--- config.mk ---
export PLATFORM = sky130hd
export DESIGN_NAME = diff_scan
export DESIGN_NICKNAME = d
export VERILOG_FILES = /design/src/rtl/diff_scan.sv
export SDC_FILE = /design/constraint.sdc
export NUM_CORES = 1
export LEC_CHECK = 0
export ABC_AREA = 1
export CORE_MARGIN = 4
export CORE_UTILIZATION = 43
export DETAILED_ROUTE_END_ITERATION = 7
export PLACE_DENSITY_LB_ADDON = 0.1
export SYNTH_ARGS = -nofsm -noshare
export SYNTH_HDL_FRONTEND = slang
export SYNTH_SLANG_ARGS = --single-unit
--- constraint.sdc ---
create_clock -name clk -period 1.9 [get_ports clk]
set_input_delay 0.19 -clock clk [delete_from_list [all_inputs] [get_ports clk]]
set_output_delay 0.19 -clock clk [all_outputs]
set_load 0.1 [all_outputs]
--- src/rtl/diff_scan.sv ---
// diff_scan: multi-cycle first-differing-bit locator.
// XORs two operands on an accepted start, then walks the difference word
// CHUNK bits per cycle, either LSB-first (mode=0) or MSB-first (mode=1).
// The result is a one-hot mask, a binary index and a found flag, and a
// one-cycle done pulse marks it. WIDTH must be a multiple of CHUNK and
// greater than 1.
module diff_scan #(
  parameter  int WIDTH = 32,
  parameter  int CHUNK = 8,
  localparam int IDX_W = $clog2(WIDTH)
) (
  input  logic             clk,
  input  logic             rst_n,
  input  logic             start,
  input  logic [WIDTH-1:0] in1,
  input  logic [WIDTH-1:0] in2,
  input  logic             mode,
  output logic             busy,
  output logic             done,
  output logic [WIDTH-1:0] out,
  output logic [IDX_W-1:0] idx,
  output logic             found
);

  localparam int NCH   = WIDTH / CHUNK;
  localparam int CNT_W = (NCH > 1) ? $clog2(NCH) : 1;

  typedef enum logic {IDLE, SCAN} state_t;

  state_t           state_q, state_d;
  logic [WIDTH-1:0] x_q, x_d;
  logic             mode_q, mode_d;
  logic [CNT_W-1:0] cnt_q, cnt_d;
  logic             busy_q, busy_d;
  logic             done_q, done_d;
  logic [WIDTH-1:0] out_q, out_d;
  logic [IDX_W-1:0] idx_q, idx_d;
  logic             found_q, found_d;

  logic [CNT_W-1:0] chunk_sel;
  logic [CHUNK-1:0] chunk_bits;
  logic [IDX_W-1:0] chunk_base;
  logic [IDX_W-1:0] hit_off;
  logic [IDX_W-1:0] hit_idx;
  logic             last_chunk;

  // Pick the chunk under inspection and locate the selected set bit inside it.
  always_comb begin
    chunk_sel  = mode_q ? (CNT_W'(NCH - 1) - cnt_q) : cnt_q;
    chunk_bits = '0;
    chunk_base = '0;
    for (int c = 0; c < NCH; c++) begin
      if (chunk_sel == CNT_W'(c)) begin
        chunk_bits = x_q[c*CHUNK +: CHUNK];
        chunk_base = IDX_W'(c * CHUNK);
      end
    end
    hit_off = '0;
    if (mode_q) begin
      // ascending sweep: the last set bit seen is the highest
      for (int b = 0; b < CHUNK; b++) begin
        if (chunk_bits[b]) hit_off = IDX_W'(b);
      end
    end else begin
      // descending sweep: the last set bit seen is the lowest
      for (int b = CHUNK - 1; b >= 0; b--) begin
        if (chunk_bits[b]) hit_off = IDX_W'(b);
      end
    end
    hit_idx    = chunk_base + hit_off;
    last_chunk = (cnt_q == CNT_W'(NCH - 1));
  end

  // Next-state and registered-output computation for the IDLE/SCAN controller.
  always_comb begin
    state_d = state_q;
    x_d     = x_q;
    mode_d  = mode_q;
    cnt_d   = cnt_q;
    busy_d  = busy_q;
    done_d  = 1'b0;
    out_d   = out_q;
    idx_d   = idx_q;
    found_d = found_q;
    case (state_q)
      IDLE: begin
        if (start) begin
          x_d     = in1 ^ in2;
          mode_d  = mode;
          cnt_d   = '0;
          busy_d  = 1'b1;
          state_d = SCAN;
        end
      end
      SCAN: begin
        if (|chunk_bits) begin
          out_d          = '0;
          out_d[hit_idx] = 1'b1;
          idx_d          = hit_idx;
          found_d        = 1'b1;
          done_d         = 1'b1;
          busy_d         = 1'b0;
          state_d        = IDLE;
        end else if (last_chunk) begin
          out_d   = '0;
          idx_d   = '0;
          found_d = 1'b0;
          done_d  = 1'b1;
          busy_d  = 1'b0;
          state_d = IDLE;
        end else begin
          cnt_d = cnt_q + 1'b1;
        end
      end
      default: begin
        state_d = IDLE;
        busy_d  = 1'b0;
      end
    endcase
  end

  // State and output registers; reset aborts any scan in flight.
  always_ff @(posedge clk or negedge rst_n) begin
    if (!rst_n) begin
      state_q <= IDLE;
      x_q     <= '0;
      mode_q  <= 1'b0;
      cnt_q   <= '0;
      busy_q  <= 1'b0;
      done_q  <= 1'b0;
      out_q   <= '0;
      idx_q   <= '0;
      found_q <= 1'b0;
    end else begin
      state_q <= state_d;
      x_q     <= x_d;
      mode_q  <= mode_d;
      cnt_q   <= cnt_d;
      busy_q  <= busy_d;
      done_q  <= done_d;
      out_q   <= out_d;
      idx_q   <= idx_d;
      found_q <= found_d;
    end
  end

  assign busy  = busy_q;
  assign done  = done_q;
  assign out   = out_q;
  assign idx   = idx_q;
  assign found = found_q;

endmodule

# Word level (Yosys, flattened, before mapping)
# Cells that the tools add are included.
# classes
n_mul,0
magnitude_cmp,2
eq_ne,8
bitwise_logic,2
n_mux,46
div,0
addsub,3
shifts,0
reduce_logical,8
# ops
op,count
2-to-1 mux 5 bit,18
2-to-1 mux 32 bit,2
2-to-1 mux 8 bit,4
XOR 32 bit,1
2-to-1 mux 1 bit,12
2-to-1 mux 2 bit,4
OR reduction 8 bit,1
equality test 2 bit (second input constant),3
< comparator 5 x 6 -> 1 bit (second input constant),1
inequality test 2 bit (second input constant),3
AND reduction 2 bit,3
adder 5 bit,1
demux 1 bit (select 5 bit),1
greater-or-equal comparator 5 x 1 -> 1 bit (second input constant),1
2-to-1 mux 4 bit,1
case mux 1 bit (2 select lines),2
case mux 2 bit (2 select lines),1
2-to-1 mux 3 bit,1
inequality test 3 x 1 -> 1 bit (second input constant),1
AND reduction 3 bit,1
adder 2 x 1 -> 2 bit (second input constant),1
equality test 2 x 1 -> 1 bit (second input constant),1
logical NOT 2 bit,1
nonzero test 2 bit,1
other kinds (3),3
# word_totals
latchBits,0
n_memories,0
ff_bits,76
ram_bits,0
mem_bits_ro,0
in_bits,68

# Longest topological paths before layout
# Gate-level depths: netlist (run 1).
# logic_depth
depth_word,22
depth_mapped,20
depth_no_buf,18

# Worst setup path after synthesis (run 1)
# OpenSTA, ideal clock, no wires.
# synth_path
path_kind,register to register
startpoint,register mode_q
endpoint,register idx_q[2] (netlist: idx[2])
setup_slack_ps,-131
setup_time_ps,74
arrival_time_ps,1957
required_ps,1826
stages_incl_launch_ff,17
synth_period_minus_slack_ps,2031
n_path_buf,2
path_cell_list,dfrtp_1 -> buf_6 -> nand2_1 -> nand2_4 -> nor2_4 -> inv_2 -> or2_0 -> nand2_2 -> nand2_2 -> nor2_4 -> nand2_4 -> nand2_8 -> nand2_4 -> clkinv_4 -> buf_12 -> nand2_2 -> o21ai_2
# synth_via
elab_chain_len,17
elab_cells_between_ends,32
classes_between,1 x add/sub; 3 x eq/ne; 24 x mux; 4 x reduce/logical
# synth_rtl
item,line,source
start: declaration,32,"logic mode_q, mode_d;"
start signal: assignment,137,mode_q <= mode_d;
2-to-1 mux 2 bit,49,chunk_sel = mode_q ? (CNT_W'(NCH - 1) - cnt_q) : cnt_q;
logical NOT 2 bit,53,if (chunk_sel == CNT_W'(c)) begin
2-to-1 mux 8 bit (4 in series),53,
2-to-1 mux 3 bit,67,if (chunk_bits[b]) hit_off = IDX_W'(b);
2-to-1 mux 5 bit (7 in series),67,
2-to-1 mux 5 bit,59,if (mode_q) begin
adder 5 bit,70,hit_idx = chunk_base + hit_off;
2-to-1 mux 5 bit,96,if (|chunk_bits) begin
end signal: assignment,142,idx_q <= idx_d;
end: declaration,37,"logic [IDX_W-1:0] idx_q, idx_d;"
# Several ways; a longest one is shown, not always the timed one.
# A chain may end at the register's enable or synchronous reset.

# Final worst setup path (run 1)
# layout_path
startpoint,register mode_q
endpoint,register out_q[23] (netlist: out[23])
# layout_via
elab_chain_len,21
elab_cells_between_ends,38
classes_between,1 x add/sub; 2 x order compare; 3 x eq/ne; 27 x mux; 5 x reduce/logical
# layout_rtl
item,line,source
2-to-1 mux 2 bit,49,
logical NOT 2 bit,53,
2-to-1 mux 8 bit (4 in series),53,
2-to-1 mux 3 bit,67,
2-to-1 mux 5 bit (7 in series),67,
2-to-1 mux 5 bit,59,
adder 5 bit,70,
< comparator 5 x 6 -> 1 bit (not written as such) / greater-or-equal comparator 5 x 1 -> 1 bit (equally long branches),98,out_d[hit_idx] = 1'b1;
logical AND 1 bit (not written as such),98,
2-to-1 mux 1 bit (not written as such),98,
demux 1 bit (select 5 bit),98,
2-to-1 mux 32 bit,96,
end signal: assignment,141,out_q <= out_d;
end: declaration,36,"logic [WIDTH-1:0] out_q, out_d;"
# Several ways; a longest one is shown, not always the timed one.

==> summary.txt, run 1 <==
Worst setup path
  • Critical path type: reg2reg
  • CP endpoint kind: flip-flop
  • Number of buffers and inverters on the critical path: 3
  • Ordered cell list for the critical path: inv_8 -> nand2_4 -> nand2_8 -> nor2_4 -> nand2_1 -> nand3_2 -> nor2_2 -> nand2_2 -> nor2_4 -> buf_4 -> o22ai_4 -> buf_12 -> nor2_4 -> nand4_1 -> nand2_1
  • Cell at the slowest stage of the critical path: sky130_fd_sc_hd__dfrtp_2
  • CP Max Fanout: 7
  • Crit path arrival time: 2.48 ns
  • Dominant delay contributor by cell family on the critical path: simple AND/OR/NAND/NOR gates
  • Most common cell type on the critical path: sky130_fd_sc_hd__nor2_4
  • Slowest cell delay on critical path: 0.51 ns
  • Required time of the worst setup path: approximately 2.2 ns
  • Critical path launch point type: flip-flop

Synth
  • Portion of synthesized cell area occupied by the leading cell type: 49.5%
  • Warning count from the yosys run: 0
  • Area of the mapped netlist: 3840 um^2
  • Cell count after synthesis: 434
  • Number of synthesized register bits: 76
  • Area leader, netlist: sky130_fd_sc_hd__dfrtp_1
  • Sequential element share of the synthesized area: 49.5%
  • Most used flip-flop cell after synthesis: sky130_fd_sc_hd__dfrtp_1
  • Mapped Nets: 503
  • Area contributors post-synth: sky130_fd_sc_hd__dfrtp_1 50%, sky130_fd_sc_hd__nand2_1 13%, sky130_fd_sc_hd__xnor2_1 7.3%
  • Most common library cells after synthesis: 128 x sky130_fd_sc_hd__nand2_1, 76 x sky130_fd_sc_hd__dfrtp_1, 36 x sky130_fd_sc_hd__o21ai_0, 33 x sky130_fd_sc_hd__nand3_1, 32 x sky130_fd_sc_hd__xnor2_1
  • Library cells used by synthesis: 30
  • Count of flip-flops with a built-in enable after synthesis: 0
  • Mapped Avg Cell Area: 8.84 um^2
  • Most frequently used cell type in the post-synthesis netlist: sky130_fd_sc_hd__nand2_1
  • Async set or reset register ratio after synthesis: 100%

Floorplanning
  • Overall die area: between 10000 and 15000 um^2
  • Chip Height: approximately 100 um
  • Initial cell density of the core: 44.0%
  • Die Span X: approximately 100 um
  • Placement row count: 34
  • Boundary pin count: 108
  • Core Region: 8720 um^2

Timing
  • Max-slew violations: 0
  • Time the worst path needs with I/O delays and setup: 2.19 ns
  • Post-route clock period utilization: 115%
  • Maximum operating frequency: ~460 MHz
  • Final worst slack: -0.291 ns
  • Final count of negative-setup-slack endpoints: 42
  • Final count of hold timing violations: 0
  • Worst clock skew: roughly 0.017 ns
  • RSZ-0062 raised after global routing: yes
  • Relative slew margins: 66.0%
  • Slew of the pin with the lowest slew margin: a little over 0.5 ns

Finish
  • Post-layout util: 66.2%
  • Share of layout cells above drive strength 1: 33.3%
  • Fin area: around 5800 um^2
  • FILL cells: 721
  • Ant diodes: 0
  • Number of cells in the finished layout apart from fillers: 690
  • Number of nets in the layout: 646
  • Growth of design area from synthesis to finish: 50.3%

Placed design
  • RePlAce Congestion: between 0.8 and 0.9
  • Placed cells: between 600 and 700
  • Dpl hpwl: 6680 um
  • Placement Cell Area: 5150 um^2
  • Buffers on Ports: 107
  • Placement-stage worst setup slack: -0.344 ns

Clocking
  • Root Buffer: sky130_fd_sc_hd__clkbuf_8
  • CTS tree: done
  • Max H-tree Level: 3
  • Maximum count of clock buffers along a single path: 2
  • Number of buffers added by the clock tree synthesis step: 9
  • Worst-skew pair later-pin latency: 0.35 ns
  • Clock Pin Slew Worst Setup and Hold Paths: approximately 0.090 ns
  • TritonCTS sink count: 76

Detailed routing
  • Wire length on met1: 3970 um
  • Amount of wire on met3 after detailed routing: 588 um
  • Via/cell ratio: 4.90
  • Routed WL per cell: 13.3 um
  • Highest metal layer used by the detailed router: met4
  • Met2 routed WL: 4430 um
  • DRT iter0 DRCs: 122
  • Final wirelength: 9170 um
  • Number of antenna-violating nets in the routed design: 0
  • DRC violations left: 0
  • 1st-pass router iterations: 4
  • Via count: 3384

GRT
  • Gr ovfl total: 0
  • Vias in the first global route: 3144
  • Number of antenna violations at the first check in global routing: 0
  • Pin count of the biggest net entering global routing: between 50 and 60
  • Total global-route track usage: between 10% and 20%
  • Wire length of the first global-routing pass: 14400 um

Flow run
  • Max capacitance violation total: 0

Outcome
  • Violations in the final reports: negative setup slack
  • Outcome: finished with violations

Worst hold path
  • Type of the tightest min-delay check: in2async
-- path summary, 6_finish.rpt --
kind	startpoint	endpoint	slack, ns	cells after the start
setup / recovery	mode_q	out[23]	-0.29	15
hold / removal	rst_n	done	0.34	2
setup reg to reg	mode_q	out[23]	-0.29	15
hold reg to reg	out[4]	out[4]	0.48	2
max in group asynchronous	rst_n	x_q[30]	0.98	3
min in group clk	mode	mode_q	0.42	3
-- cell usage in the layout, fill, tap and decap left out, types with 3 or more instances in the layout --
master and count:
sky130_fd_sc_hd__nand2_1 114, sky130_fd_sc_hd__dfrtp_1 74, sky130_fd_sc_hd__buf_4 71, sky130_fd_sc_hd__clkdlybuf4s50_1 66, sky130_fd_sc_hd__o21ai_0 36, sky130_fd_sc_hd__nand2_2 33
sky130_fd_sc_hd__xnor2_1 32, sky130_fd_sc_hd__nand3_1 25, sky130_fd_sc_hd__nor2_4 17, sky130_fd_sc_hd__nand4_1 17, sky130_fd_sc_hd__nand2_4 10, sky130_fd_sc_hd__nor2_1 10
sky130_fd_sc_hd__clkbuf_8 10, sky130_fd_sc_hd__inv_1 8, sky130_fd_sc_hd__nand3_2 7, sky130_fd_sc_hd__nand2_8 6, sky130_fd_sc_hd__o21ai_2 6, sky130_fd_sc_hd__buf_12 6
sky130_fd_sc_hd__nor2_2 5, sky130_fd_sc_hd__buf_6 3
-- worst reg2reg max path, stage by stage, from the launching register on --
cell and delay, ns:
sky130_fd_sc_hd__dfrtp_2 0.51, sky130_fd_sc_hd__inv_8 0.13, sky130_fd_sc_hd__nand2_4 0.07, sky130_fd_sc_hd__nand2_8 0.10, sky130_fd_sc_hd__nor2_4 0.07, sky130_fd_sc_hd__nand2_1 0.09
sky130_fd_sc_hd__nand3_2 0.10, sky130_fd_sc_hd__nor2_2 0.12, sky130_fd_sc_hd__nand2_2 0.09, sky130_fd_sc_hd__nor2_4 0.16, sky130_fd_sc_hd__buf_4 0.14, sky130_fd_sc_hd__o22ai_4 0.07
sky130_fd_sc_hd__buf_12 0.14, sky130_fd_sc_hd__nor2_4 0.14, sky130_fd_sc_hd__nand4_1 0.11, sky130_fd_sc_hd__nand2_1 0.09
-- routing by layer --
layer / vias up / GRT usage (%)
met5: - / 0
met4: 0 / 7.57
met3: 19 / 3.55
met2: 118 / 28.1
met1: 1552 / 22.0
li1: 1695 / -
-- state kept, by name, indices dropped and copies added (netlist names) --
register and cells:
out 32, done 1, cnt_q 2, busy 1
found 1, mode_q 1, state_q 1, x_q 32
idx 5
-- what timing repair did --
action,CTS,global route
pin swaps,6,17
buffers inserted,2,8
gates resized for setup,19,47
setup endpoints to repair,43,43
hold buffers,1,0
cloned,0,2
endpoints found under the hold margin,38,0
-- kinds of logic (layout without fill, tap and decap cells) --
logic type / count (synthesis) / count (layout) / synth area share [%]
AO/OA/AOI/OAI: 45 / 45 / 6.55
XOR/XNOR: 32 / 32 / 7.30
adder cells (fa/ha/maj): 1 / 1 / 0.326
buffers and inverters: 32 / 180 / 5.41
flip-flops: 76 / 76 / 49.5
AND/OR/NAND/NOR: 248 / 248 / 30.9
-- per-stage QoR --
step	hold slack (ns)	TNS [ns]
2_1_floorplan	-0.106	-2.57
3_3_place_gp	0.191	-10.23
3_5_place_dp	0.196	-12.31
5_1_grt	0.385	-15.83
4_1_cts	0.358	-8.71
6_report	0.342	-10.16
-- area by class of cell --
type                            instances  area (um^2)  area share [%]
Clock buffer                           10          138            2.39
Sequential cell                        76         1900            33.0
Timing Repair Buffer                  150         1420            24.7
Tap cell                              108          135            2.34
Multi-Input combinational cell        326         2020            35.1
Clock inverter                          6         63.8            1.11
Inverter                               14         82.6            1.43
Power of run 1 is left out: the tool's default activity adds up to more than one toggle a clock period on the data nets, which glitch-free logic cannot reach.
==> run 2: changes to the inputs <==
- GPL_TIMING_DRIVEN: default -> 0
==> summary.txt, run 2 (synthesis results as in run 1) <==
Outcome
  • Outcome: finished with violations
  • Violations in the final reports: negative setup slack

Worst setup path
  • Number of buffers and inverters on the critical path: 1
  • Worst Reg-to-Reg Cells: 14
  • Critical path type: reg2reg
  • Source of the worst register-to-register timing path: mode_q
  • Required time of the worst setup path: around 2.2 ns
  • Register-to-Register Setup Slack: -0.34 ns
  • Slowest cell delay on critical path: 0.38 ns
  • CP endpoint kind: flip-flop
  • Ordered cell list for the critical path: buf_6 -> nand2_1 -> nand2_4 -> nor2_4 -> nand2_1 -> nand3_1 -> nor2_1 -> nand2_1 -> nor2_4 -> nand2_4 -> nand3_1 -> nor2_2 -> nand4_1 -> nand2_1
  • Cell at the slowest stage of the critical path: sky130_fd_sc_hd__dfrtp_1
  • Crit path arrival time: 2.53 ns
  • Dominant delay contributor by cell family on the critical path: simple AND/OR/NAND/NOR gates
  • Worst reg2reg path endpoint: out[7]
  • Most common cell type on the critical path: sky130_fd_sc_hd__nand2_1
  • Critical path launch point type: flip-flop
  • CP Max Fanout: 7

Detailed routing
  • Routed WL per cell: 14.0 um
  • Number of antenna-violating nets in the routed design: 0
  • DRC violations left: 0
  • 1st-pass router iterations: 4
  • Final wirelength: 9650 um
  • DRT iter0 DRCs: 135
  • Via/cell ratio: 4.95
  • Via count: 3398

Timing
  • RSZ-0062 raised after global routing: yes
  • Max-slew violations: 0
  • Worst clock skew: 0.00533 ns
  • Maximum operating frequency: 447 MHz
  • Final count of hold timing violations: 0
  • Final count of negative-setup-slack endpoints: 42
  • Slew of the pin with the lowest slew margin: about 1 ns
  • Time the worst path needs with I/O delays and setup: 2.24 ns
  • Relative slew margins: 35.2%
  • Post-route clock period utilization: 118%
  • Final worst slack: -0.336 ns

Floorplanning
  • Die Span X: 102 um
  • Placement row count: 34
  • Initial cell density of the core: between 40% and 50%
  • Core Region: ~8700 um^2
  • Overall die area: roughly 11000 um^2
  • Chip Height: between 100 and 150 um
  • Boundary pin count: about 110

Clocking
  • CTS tree: done
  • Worst-skew pair later-pin latency: 0.35 ns
  • TritonCTS sink count: 76
  • Clock Pin Slew Worst Setup and Hold Paths: 0.08 ns
  • Maximum count of clock buffers along a single path: 2
  • Root Buffer: sky130_fd_sc_hd__clkbuf_8
  • Number of buffers added by the clock tree synthesis step: 9
  • Max H-tree Level: 3

Finish
  • Growth of design area from synthesis to finish: 48.0%
  • FILL cells: 800
  • Ant diodes: 0
  • Commonest cells after routing, fill and taps aside: 122 x sky130_fd_sc_hd__nand2_1, 74 x sky130_fd_sc_hd__dfrtp_1, 66 x sky130_fd_sc_hd__clkdlybuf4s50_1
  • Most frequent standard cell in the layout excluding fill and tap cells: sky130_fd_sc_hd__nand2_1
  • Post-layout util: 65.1%
  • Share of layout cells above drive strength 1: approximately 23%
  • Number of nets in the layout: approximately 640

Worst hold path
  • Type of the tightest min-delay check: in2async

Placed design
  • Dpl hpwl: ~7000 um
  • Buffers on Ports: 107
  • RePlAce Congestion: approximately 0.87

GRT
  • Total global-route track usage: between 10% and 20%
  • Pin count of the biggest net entering global routing: 45
  • Gr ovfl total: 0
  • Wire length of the first global-routing pass: 15300 um
  • Number of antenna violations at the first check in global routing: 0
  • Vias in the first global route: ~3300

Flow run
  • Max capacitance violation total: 0
==> run 2: cell count changes in the layout (fill, tap and decap cells not counted), moves of 6 or more <==
cell | before | now
sky130_fd_sc_hd__buf_4 | 71 | 19
sky130_fd_sc_hd__nand2_1 | 114 | 122
sky130_fd_sc_hd__nand2_2 | 33 | 25
sky130_fd_sc_hd__nand3_2 | 7 | 1
sky130_fd_sc_hd__nand3_1 | 25 | 32
sky130_fd_sc_hd__nor2_2 | 5 | 11
sky130_fd_sc_hd__nor2_4 | 17 | 10
sky130_fd_sc_hd__dlygate4sd2_1 | 0 | 40
==> run 2: what timing repair did <==
action | CTS | global route
pin swaps | 8 | 20
endpoints found under the setup margin | 112 | 72
gates resized for setup | 73 | 21
cloned | 1 | 2
hold endpoints to repair | 32 | 0
hold buffers | 1 | 0
buffers inserted | 10 | 9
==> run 2: how the worst max path moves through the flow <==
stage | from | endpoint | slack [ns] | depth (start not counted)
4_1_cts | mode_q | idx[2] | -0.26 | 16
5_1_grt | mode_q | out[7] | -0.47 | 14
2_1_floorplan | mode_q | idx[2] | -0.08 | 16
3_3_place_gp | rst_n | x_q[27] | -1.88 | 1
3_5_place_dp | cnt_q[0] | out[23] | -0.49 | 13
6_report | mode_q | out[7] | -0.34 | 14
==> run 2: per-stage QoR <==
stage	setup TNS (ns)	hold slack [ns]	setup slack (ns)	cells	instance area, um^2
global route	-17.88	0.346	-0.471	687	5680
finish	-10.72	0.313	-0.336	687	5680
global placement	-159.81	0.452	-1.88	649	5110
floorplan	-2.57	-0.106	-0.0777	434	3900
detailed placement	-20.63	0.154	-0.492	650	5130
CTS	-10.37	0.333	-0.263	676	5490
==> run 2: layer usage <==
| metal | GRT usage (%) | part of all wire (%) |
|---|---|---|
| met2 | 32.8 | 51 |
| met1 | 23.0 | 41 |
| met5 | 0 | 0 |
| met3 | 3.28 | 6.1 |
| met4 | 6.26 | 1.4 |
==> run 2: area by class of cell <==
class / count / area, um^2 / share of cell area [%]
Multi-Input combinational cell: 326 / 1920 / 33.7
Sequential cell: 76 / 1900 / 33.5
Timing Repair Buffer: 131 / 1270 / 22.3
Buffer: 17 / 165 / 2.91
Tap cell: 108 / 135 / 2.38
Clock buffer: 10 / 128 / 2.25
Inverter: 14 / 85.1 / 1.50
Clock inverter: 5 / 77.6 / 1.37
Power of run 2 is left out for the same reason.
==> run 3: changes to the inputs <==
- CTS_CLUSTER_SIZE: default -> 12
- clock period: 1.9 -> 1.8 ns (I/O delays scaled with it)
==> summary.txt, run 3 (synthesis results as in run 1) <==
Finish
  • Share of layout cells above drive strength 1: 29.9%
  • Commonest cells after routing, fill and taps aside: 110 x sky130_fd_sc_hd__nand2_1, 73 x sky130_fd_sc_hd__dfrtp_1, 66 x sky130_fd_sc_hd__clkdlybuf4s50_1
  • FILL cells: 706
  • Area occupied by registers: 1910 um^2
  • Most frequent standard cell in the layout excluding fill and tap cells: sky130_fd_sc_hd__nand2_1
  • Number of nets in the layout: 657
  • Ant diodes: 0
  • Fin area: 6010 um^2
  • Post-layout util: 68.9%
  • Growth of design area from synthesis to finish: 56.6%
  • Footprint of the multi-input gates: 2040 um^2

Worst setup path
  • Most common cell type on the critical path: sky130_fd_sc_hd__nor2_4
  • Crit path arrival time: ~2.5 ns
  • Critical path launch point type: flip-flop
  • Slowest cell delay on critical path: ~0.35 ns
  • CP Max Fanout: 7
  • Cell at the slowest stage of the critical path: sky130_fd_sc_hd__dfrtp_1
  • CP endpoint kind: flip-flop
  • Worst Reg-to-Reg Cells: 15
  • Required time of the worst setup path: 2.08 ns
  • Register-to-Register Setup Slack: -0.41 ns
  • Critical path type: reg2reg
  • Ordered cell list for the critical path: buf_6 -> inv_8 -> nand2_4 -> nand2_8 -> nor2_4 -> inv_4 -> or2_1 -> nand2_2 -> nand2_4 -> nor2_4 -> buf_4 -> nor2_4 -> nor2_2 -> nand4_1 -> nand2_1

Placed design
  • Buffers on Ports: roughly 110
  • RePlAce Congestion: ~0.87
  • Placement-stage worst setup slack: -0.552 ns
  • Placement Cell Area: 5130 um^2
  • Dpl hpwl: approximately 6900 um

Outcome
  • Outcome: finished with violations
  • Violations in the final reports: negative setup slack

GRT
  • Number of antenna violations at the first check in global routing: 0
  • Wire length of the first global-routing pass: 15500 um
  • Pin count of the biggest net entering global routing: 46
  • Gr ovfl total: 0
  • Total global-route track usage: 18.8%
  • Vias in the first global route: between 3000 and 4000

Detailed routing
  • DRT iter0 DRCs: 156
  • 1st-pass router iterations: 4
  • Routed WL per cell: 14.4 um
  • Final wirelength: 10100 um
  • Via count: ~3500
  • Via/cell ratio: 4.95
  • DRC violations left: 0
  • Number of antenna-violating nets in the routed design: 0

Clocking
  • Maximum count of clock buffers along a single path: 2
  • TritonCTS sink count: 76
  • Max H-tree Level: 3
  • Worst-skew pair later-pin latency: roughly 0.35 ns
  • Clock Pin Slew Worst Setup and Hold Paths: 0.08 ns
  • Root Buffer: sky130_fd_sc_hd__clkbuf_8
  • Number of buffers added by the clock tree synthesis step: 9
  • CTS tree: done

Timing
  • Worst clock skew: 0.00818 ns
  • Final count of hold timing violations: 0
  • Maximum operating frequency: 452 MHz
  • Final worst slack: -0.413 ns
  • Max-slew violations: 0
  • Relative slew margins: 36.2%
  • Post-route clock period utilization: 123%
  • RSZ-0062 raised after global routing: yes
  • Slew of the pin with the lowest slew margin: 0.961 ns
  • Final count of negative-setup-slack endpoints: 43
  • Time the worst path needs with I/O delays and setup: around 2.2 ns

Flow run
  • Max capacitance violation total: 0

Floorplanning
  • Boundary pin count: 108
  • Core Region: 8720 um^2
  • Die Span X: about 100 um
  • Placement row count: 34
  • Chip Height: 102 um
  • Overall die area: 10500 um^2
  • Initial cell density of the core: 44.0%

Worst hold path
  • Type of the tightest min-delay check: in2async
-- run 3: cell types whose count changed in the layout (fill, tap and decap cells not counted), moves of 11 or more --
cell,delta
sky130_fd_sc_hd__nand2_1,-12
sky130_fd_sc_hd__nand3_1,-13
sky130_fd_sc_hd__clkdlybuf4s15_1,+15
sky130_fd_sc_hd__nand3_2,+13
sky130_fd_sc_hd__nand2_2,+11
sky130_fd_sc_hd__dlygate4sd2_1,-17
-- run 3: cell type report --
cell class	count	share of cell area, %
clock inverter	4	1.21
multi-input combinational	326	33.9
sequential	76	31.7
timing repair buffer	143	24.0
clock buffer	11	2.52
timing repair inverter	1	0.187
inverter	14	1.37
buffer	17	2.89
tap	108	2.25
-- run 3: metal layers --
metal | up-vias | track usage, % | wire, um
met5 | - | 0 | 0
met4 | 0 | 6.36 | 204
met3 | 17 | 4.44 | 635
met2 | 104 | 32.6 | 5270
met1 | 1627 | 23.0 | 3960
li1 | 1717 | - | -
-- run 3: path summary, 6_finish.rpt --
kind	startpoint	endpoint
min reg2reg	busy	busy
min in group clk	mode	mode_q
min	rst_n	state_q
max	mode_q	out[3]
max in group asynchronous	rst_n	x_q[30]
max reg2reg	mode_q	out[3]
-- run 3: critical path, delay by kind of cell, from the launching register on --
kind | cells | cell delay, ns
AND/OR/NAND/NOR | 11 | 1.38
buffers and inverters | 4 | 0.41
flip-flops | 1 | 0.35
-- run 3: timing repair --
action                                  in CTS  in global routing
hold endpoints to repair                    31                  0
hold buffers                                 1                  0
gates cloned                                 2                  5
gates resized for setup                     87                 62
pin swaps                                    6                 21
setup buffers                               17                 11
endpoints found under the setup margin     112                 78
-- run 3: metrics by stage --
stage | TNS [ns] | hold slack, ns | std cells
6_report | -15.40 | 0.300 | 700
5_1_grt | -21.16 | 0.312 | 700
4_1_cts | -14.21 | 0.310 | 684
3_5_place_dp | -26.11 | 0.142 | 650
3_3_place_gp | -173.97 | 0.453 | 649
2_1_floorplan | -6.67 | -0.116 | 434
Power of run 3 is left out for the same reason.
==> patch 1 (flow settings as in run 2) <==
`x_q` no longer has a reset.
--- a/src/rtl/diff_scan.sv
+++ b/src/rtl/diff_scan.sv
@@ -123,7 +123,6 @@
   always_ff @(posedge clk or negedge rst_n) begin
     if (!rst_n) begin
       state_q <= IDLE;
-      x_q     <= '0;
       mode_q  <= 1'b0;
       cnt_q   <= '0;
       busy_q  <= 1'b0;
@@ -133,7 +132,6 @@
       found_q <= 1'b0;
     end else begin
       state_q <= state_d;
-      x_q     <= x_d;
       mode_q  <= mode_d;
       cnt_q   <= cnt_d;
       busy_q  <= busy_d;
@@ -144,6 +142,10 @@
     end
   end
 
+  always_ff @(posedge clk) begin
+    x_q <= x_d;
+  end
+
   assign busy  = busy_q;
   assign done  = done_q;
   assign out   = out_q;
Function: same outputs for any inputs over 10 cycles, from zero or initial values and one cycle with rst_n low; that may be too few to reach the edited logic, so the function may still have changed.
==> patch 1 against run 2 <==
  * The flow still finishes with violations (negative setup slack)
  * Highest routed layer unchanged
  * Synthesized area shrank 4.8%
  * Sequential share of layout area grew 4.7 points
  * Critical path type unchanged
  * Cell area shrank 4.9%
  * Synthesized cell count shrank 15%
  * Core utilization grew 0.27 points
  * Routed wire length shrank 17%
  * Sequential cell count is the same
  * Critical path depth grew 3
  * Worst setup slack gained 0.15 ns
  * Global-route usage shrank 2.2 points
==> patch 1: results (changes against run 2) <==
Layout
  • Combined area of the multi-input logic cells: 0.00158 mm2 (was 0.00192 mm2)
  • Final standard cell area without fillers: 0.00540 mm2 (was 0.00568 mm2)
  • Multi-input comb cells: 264 (was 326)
  • Number of buffers other than clock buffers in the final layout: 143 (was 148)
  • Number of inserted filler cells in the final layout: 674 (was 800)
  • Total of clock buffers placed in the layout: 9 (was 10)
  • Relative area of clock buffers and inverters in the final design: 3.50% (was 3.61%)
  • Area used by sequential logic in the layout: 0.00207 mm2 (was 0.00190 mm2)
  • Non-Clock Inverter Count: 20 (was 14)
  • Count of non-filler cells in the finished layout: 624 (was 687)
  • Buffering overhead: 24.7% (was 25.2%)
  • Fraction of final layout cells sized beyond drive strength 1: 22.4% (was 22.8%)

Setup path
  • CP max stage cell: dfrtp_2 (was dfrtp_1)
  • Slowest Stage Delay on Critical Path: 0.45 ns (was 0.38 ns)
  • Arrival time reported for the critical path endpoint: 2.32 ns (was 2.53 ns)

Logic synthesis
  • Share of the synthesized netlist area taken by xor and xnor gates: 7.67% (was 7.30%)
  • Number of synthesized flops with an enable pin: 32 (was 0)
  • Fraction of the mapped netlist area in compound gates: 1.03% (was 6.55%)
  • Top cells by area, synth: dfrtp_1 30%, edfxtp_1 26%, nand2_1 13% (was dfrtp_1 50%, nand2_1 13%, xnor2_1 7.3%)
  • Share of synthesized registers carrying an async set or reset: 57.9% (was 100%)
  • Distinct cell type count after synthesis: 22 (was 30)
  • Synth Area in Adders: 0.342% (was 0.326%)
  • Average cell area after synthesis: 9.88 um2 (was 8.84 um2)
  • List of most frequent post-synthesis cells: 125 x nand2_1, 44 x dfrtp_1, 34 x nand3_1 (was 128 x nand2_1, 76 x dfrtp_1, 36 x o21ai_0)
  • Fraction of the yosys area taken by sequential cells: 56.4% (was 49.5%)

Status
  • Status: finished with violations (unchanged)
  • Violations in the final reports: negative setup slack (unchanged)

Power
  • Internal portion of total power: 3.26 mW

Place
  • Pre-CTS worst setup slack: -0.409 ns (was -0.492 ns)
  • Placed standard-cell area: 0.00489 mm2 (was 0.00513 mm2)
  • GPL Wtd Cong: 0.833 (was 0.866)
  • Cell count after placement: 583 (was 650)

STA
  • Worst clock skew on the final layout: 0.0105 ns (was 0.00533 ns)
  • Worst slew margin relative to its limit: 35.3% (was 35.2%)
  • Number of failing setup endpoints in the final timing report: 40 (was 42)
  • Worst Setup Slack, final: -0.188 ns (was -0.336 ns)

GRT
  • Antenna violations before repair: 0 (unchanged)
  • Wire length of the first global-routing pass: 13100 um (was 15300 um)
  • Largest net degree at the start of global routing: 37 (was 45)
  • Gr usage total: 16.5% (was 18.6%)

Clocking
  • Setup Buffers After CTS: 16 (was 10)
  • Latest clock arrival within the worst-skew pair: 0.35 ns (about the same)
  • Post_cts resized: 88 (was 73)

Drt
  • Aggregate routed wire length: 8000 um (was 9650 um)
  • DRC violation total after the first TritonRoute iteration: 75 (was 135)

Floorplanning
  • Die area: 0.0100 mm2 (was 0.0105 mm2)
-- patch 1: cell types whose count changed after synthesis, moves of 3 or more --
cell / change
clkbuf_1: -8
dfrtp_1: -32
edfxtp_1: +32
inv_1: +4
nand2_1: -3
nand2_2: -16
nor2_1: -18
nor2_2: +10
o21ai_0: -32
o21ai_2: -6
xnor2_1: -32
xor2_1: +32
-- patch 1: per-layer routing --
metal  GRT usage, %  up-vias  part of all wire, %
met5              0        -                    0
met4           4.97        0                  1.5
met2           29.4       83                   52
met1           19.8     1356                   40
met3           3.75       13                  6.4
li1               -     1495                    -
-- patch 1: final timing paths --
| check | start | to | slack [ns] | depth (start not counted) |
|---|---|---|---|---|
| min reg2reg | out[8] | out[8] | 0.47 | 2 |
| max | cnt_q[1] | out[30] | -0.19 | 17 |
| max reg2reg | cnt_q[1] | out[30] | -0.19 | 17 |
| min in group clk | mode | mode_q | 0.44 | 3 |
| max in group asynchronous | rst_n | mode_q | 1.21 | 3 |
| min | rst_n | out[0] | 0.23 | 2 |
==> patch 2 (settings of run 2) <==
Without the edit above. `CHUNK`: 8 -> 16.
--- a/src/rtl/diff_scan.sv
+++ b/src/rtl/diff_scan.sv
@@ -6,7 +6,7 @@
 // greater than 1.
 module diff_scan #(
   parameter  int WIDTH = 32,
-  parameter  int CHUNK = 8,
+  parameter  int CHUNK = 16,
   localparam int IDX_W = $clog2(WIDTH)
 ) (
   input  logic             clk,
Function: changed (a bounded check fails within 4 cycles, from zero or initial values and one cycle with rst_n low).
==> patch 2 against run 2 <==
  * The flow still finishes with violations (negative setup slack)
  * Cell area up 4.7%
  * Sequential cell count down 1
  * Clock skew grew 0.0094 ns
  * First-iteration DRC count grew 7.4%
  * Routed wire length is 8.2% higher
  * Worst setup slack got worse by 0.14 ns
  * Synthesized area shrank 2.1%
  * Critical endpoint is now out[31]
  * Largest cell class unchanged
==> patch 2: results (changes against run 2) <==
Power
  • Internal portion of total power: 3.50 mW

GRT
  • GRT met3 Usage: 3.86% (was 3.28%)
  • Vias in the first global route: 3629 (was 3330)
  • GR met1 Demand/Resource: 24.4% (was 23.0%)
  • Gr usage total: 20.7% (was 18.6%)
  • Wire length of the first global-routing pass: 16900 um (was 15300 um)
  • Met2 demand-to-capacity share in global routing: 36.9% (was 32.8%)

Layout
  • Layout Nets: 668 (was 644)
  • Fraction of final layout cells sized beyond drive strength 1: 26.4% (was 22.8%)
  • Count of non-filler cells in the finished layout: 710 (was 687)
  • Final standard cell area without fillers: 0.00595 mm2 (was 0.00568 mm2)

Clocking
  • Setup Buffers After CTS: 20 (was 10)

Logic synthesis
  • Fraction of the yosys area taken by sequential cells: 49.9% (was 49.5%)
  • List of most frequent post-synthesis cells: 170 x nand2_1, 75 x dfrtp_1, 36 x o21ai_0 (was 128 x nand2_1, 76 x dfrtp_1, 36 x o21ai_0)
  • Top cells by area, synth: dfrtp_1 50%, nand2_1 17%, xnor2_1 7.5% (was dfrtp_1 50%, nand2_1 13%, xnor2_1 7.3%)
  • Distinct cell type count after synthesis: 28 (was 30)
  • Synth Net Count: 512 (was 503)
  • Average cell area after synthesis: 8.47 um2 (was 8.84 um2)

Setup path
  • Arrival time reported for the critical path endpoint: 2.63 ns (was 2.53 ns)
  • Worst setup slack for register-to-register paths: -0.48 ns (was -0.34 ns)
  • R2R cell count: 22 (was 14)
  • Crit-path max FO: 6 (was 7)

STA
  • Total negative setup slack: -16.58 ns (was -10.72 ns)
  • Worst Setup Slack, final: -0.477 ns (was -0.336 ns)
  • Final worst hold slack: 0.318 ns (was 0.313 ns)
  • Number of failing setup endpoints in the final timing report: 42 (unchanged)
  • Actual slew at the worst max-slew pin: 0.967 ns (was 0.975 ns)

Drt
  • DRC violation total after the first TritonRoute iteration: 145 (was 135)
  • Number of vias per cell: 5.01 (was 4.95)
  • Total length of routed met2 wires: 5500 um (was 4940 um)
  • Met3 WL post-DR: 609 um (was 587 um)
  • Post-detailed-route wirelength per cell: 14.7 um (was 14.0 um)

Place
  • GPL Wtd Cong: 0.825 (was 0.866)
  • Cell count after placement: 657 (was 650)
  • Dpl hpwl: 6870 um (was 6990 um)
  • Placed standard-cell area: 0.00498 mm2 (was 0.00513 mm2)

Status
  • Status: finished with violations (unchanged)
  • Violations in the final reports: negative setup slack (unchanged)
==> patch 2: cell count changes after synthesis, moves of 3 or more <==
cell / before / now
nand2_1: 128 / 170
nand3_1: 33 / 23
nor2_1: 27 / 12
inv_1: 9 / 14
inv_2: 2 / 5
buf_4: 2 / 6
nand2_2: 26 / 5
o21ai_1: 0 / 9
o21ai_2: 6 / 3
mux2i_1: 0 / 5
==> patch 2: layout make-up <==
cell class,count,area share [%]
Timing Repair Buffer,143,22.9
Clock buffer,9,2.08
Tap cell,105,2.21
Inverter,22,1.87
Buffer,18,2.90
Clock inverter,7,1.66
Multi-Input combinational cell,331,34.8
Sequential cell,75,31.6
==> patch 2: cells by family after synthesis <==
logic type / count (synthesis) / synth area share [%]
compound gates: 50 / 6.96
simple gates: 240 / 28.2
mux: 7 / 2.06
flops: 75 / 49.9
buf+inv: 40 / 5.39
xor+xnor: 32 / 7.46
==> patch 2: final timing paths <==
path,start,to
hold / removal,rst_n,out[29]
max in group asynchronous,rst_n,x_q[10]
min in group clk,mode,mode_q
setup / recovery,mode_q,out[31]
setup reg to reg,mode_q,out[31]
hold reg to reg,out[28],out[28]
==> patch 2: worst max-delay path: stages (launching register included) <==
cell and delay, ns:
dfrtp_1 0.39, buf_6 0.14, inv_8 0.07, nand2_8 0.07, nand2_8 0.09, buf_12 0.14
mux2i_4 0.24, nand2_1 0.08, nand2_1 0.06, nand2_1 0.05, nand2_1 0.06, nand2_1 0.04
nand2_1 0.06, nand2_1 0.04, nand2_1 0.06, nand2_1 0.05, nand2_1 0.07, nand2_2 0.08
nand2_4 0.13, nand2_8 0.08, buf_4 0.15, nand3_2 0.06, nand2_1 0.07
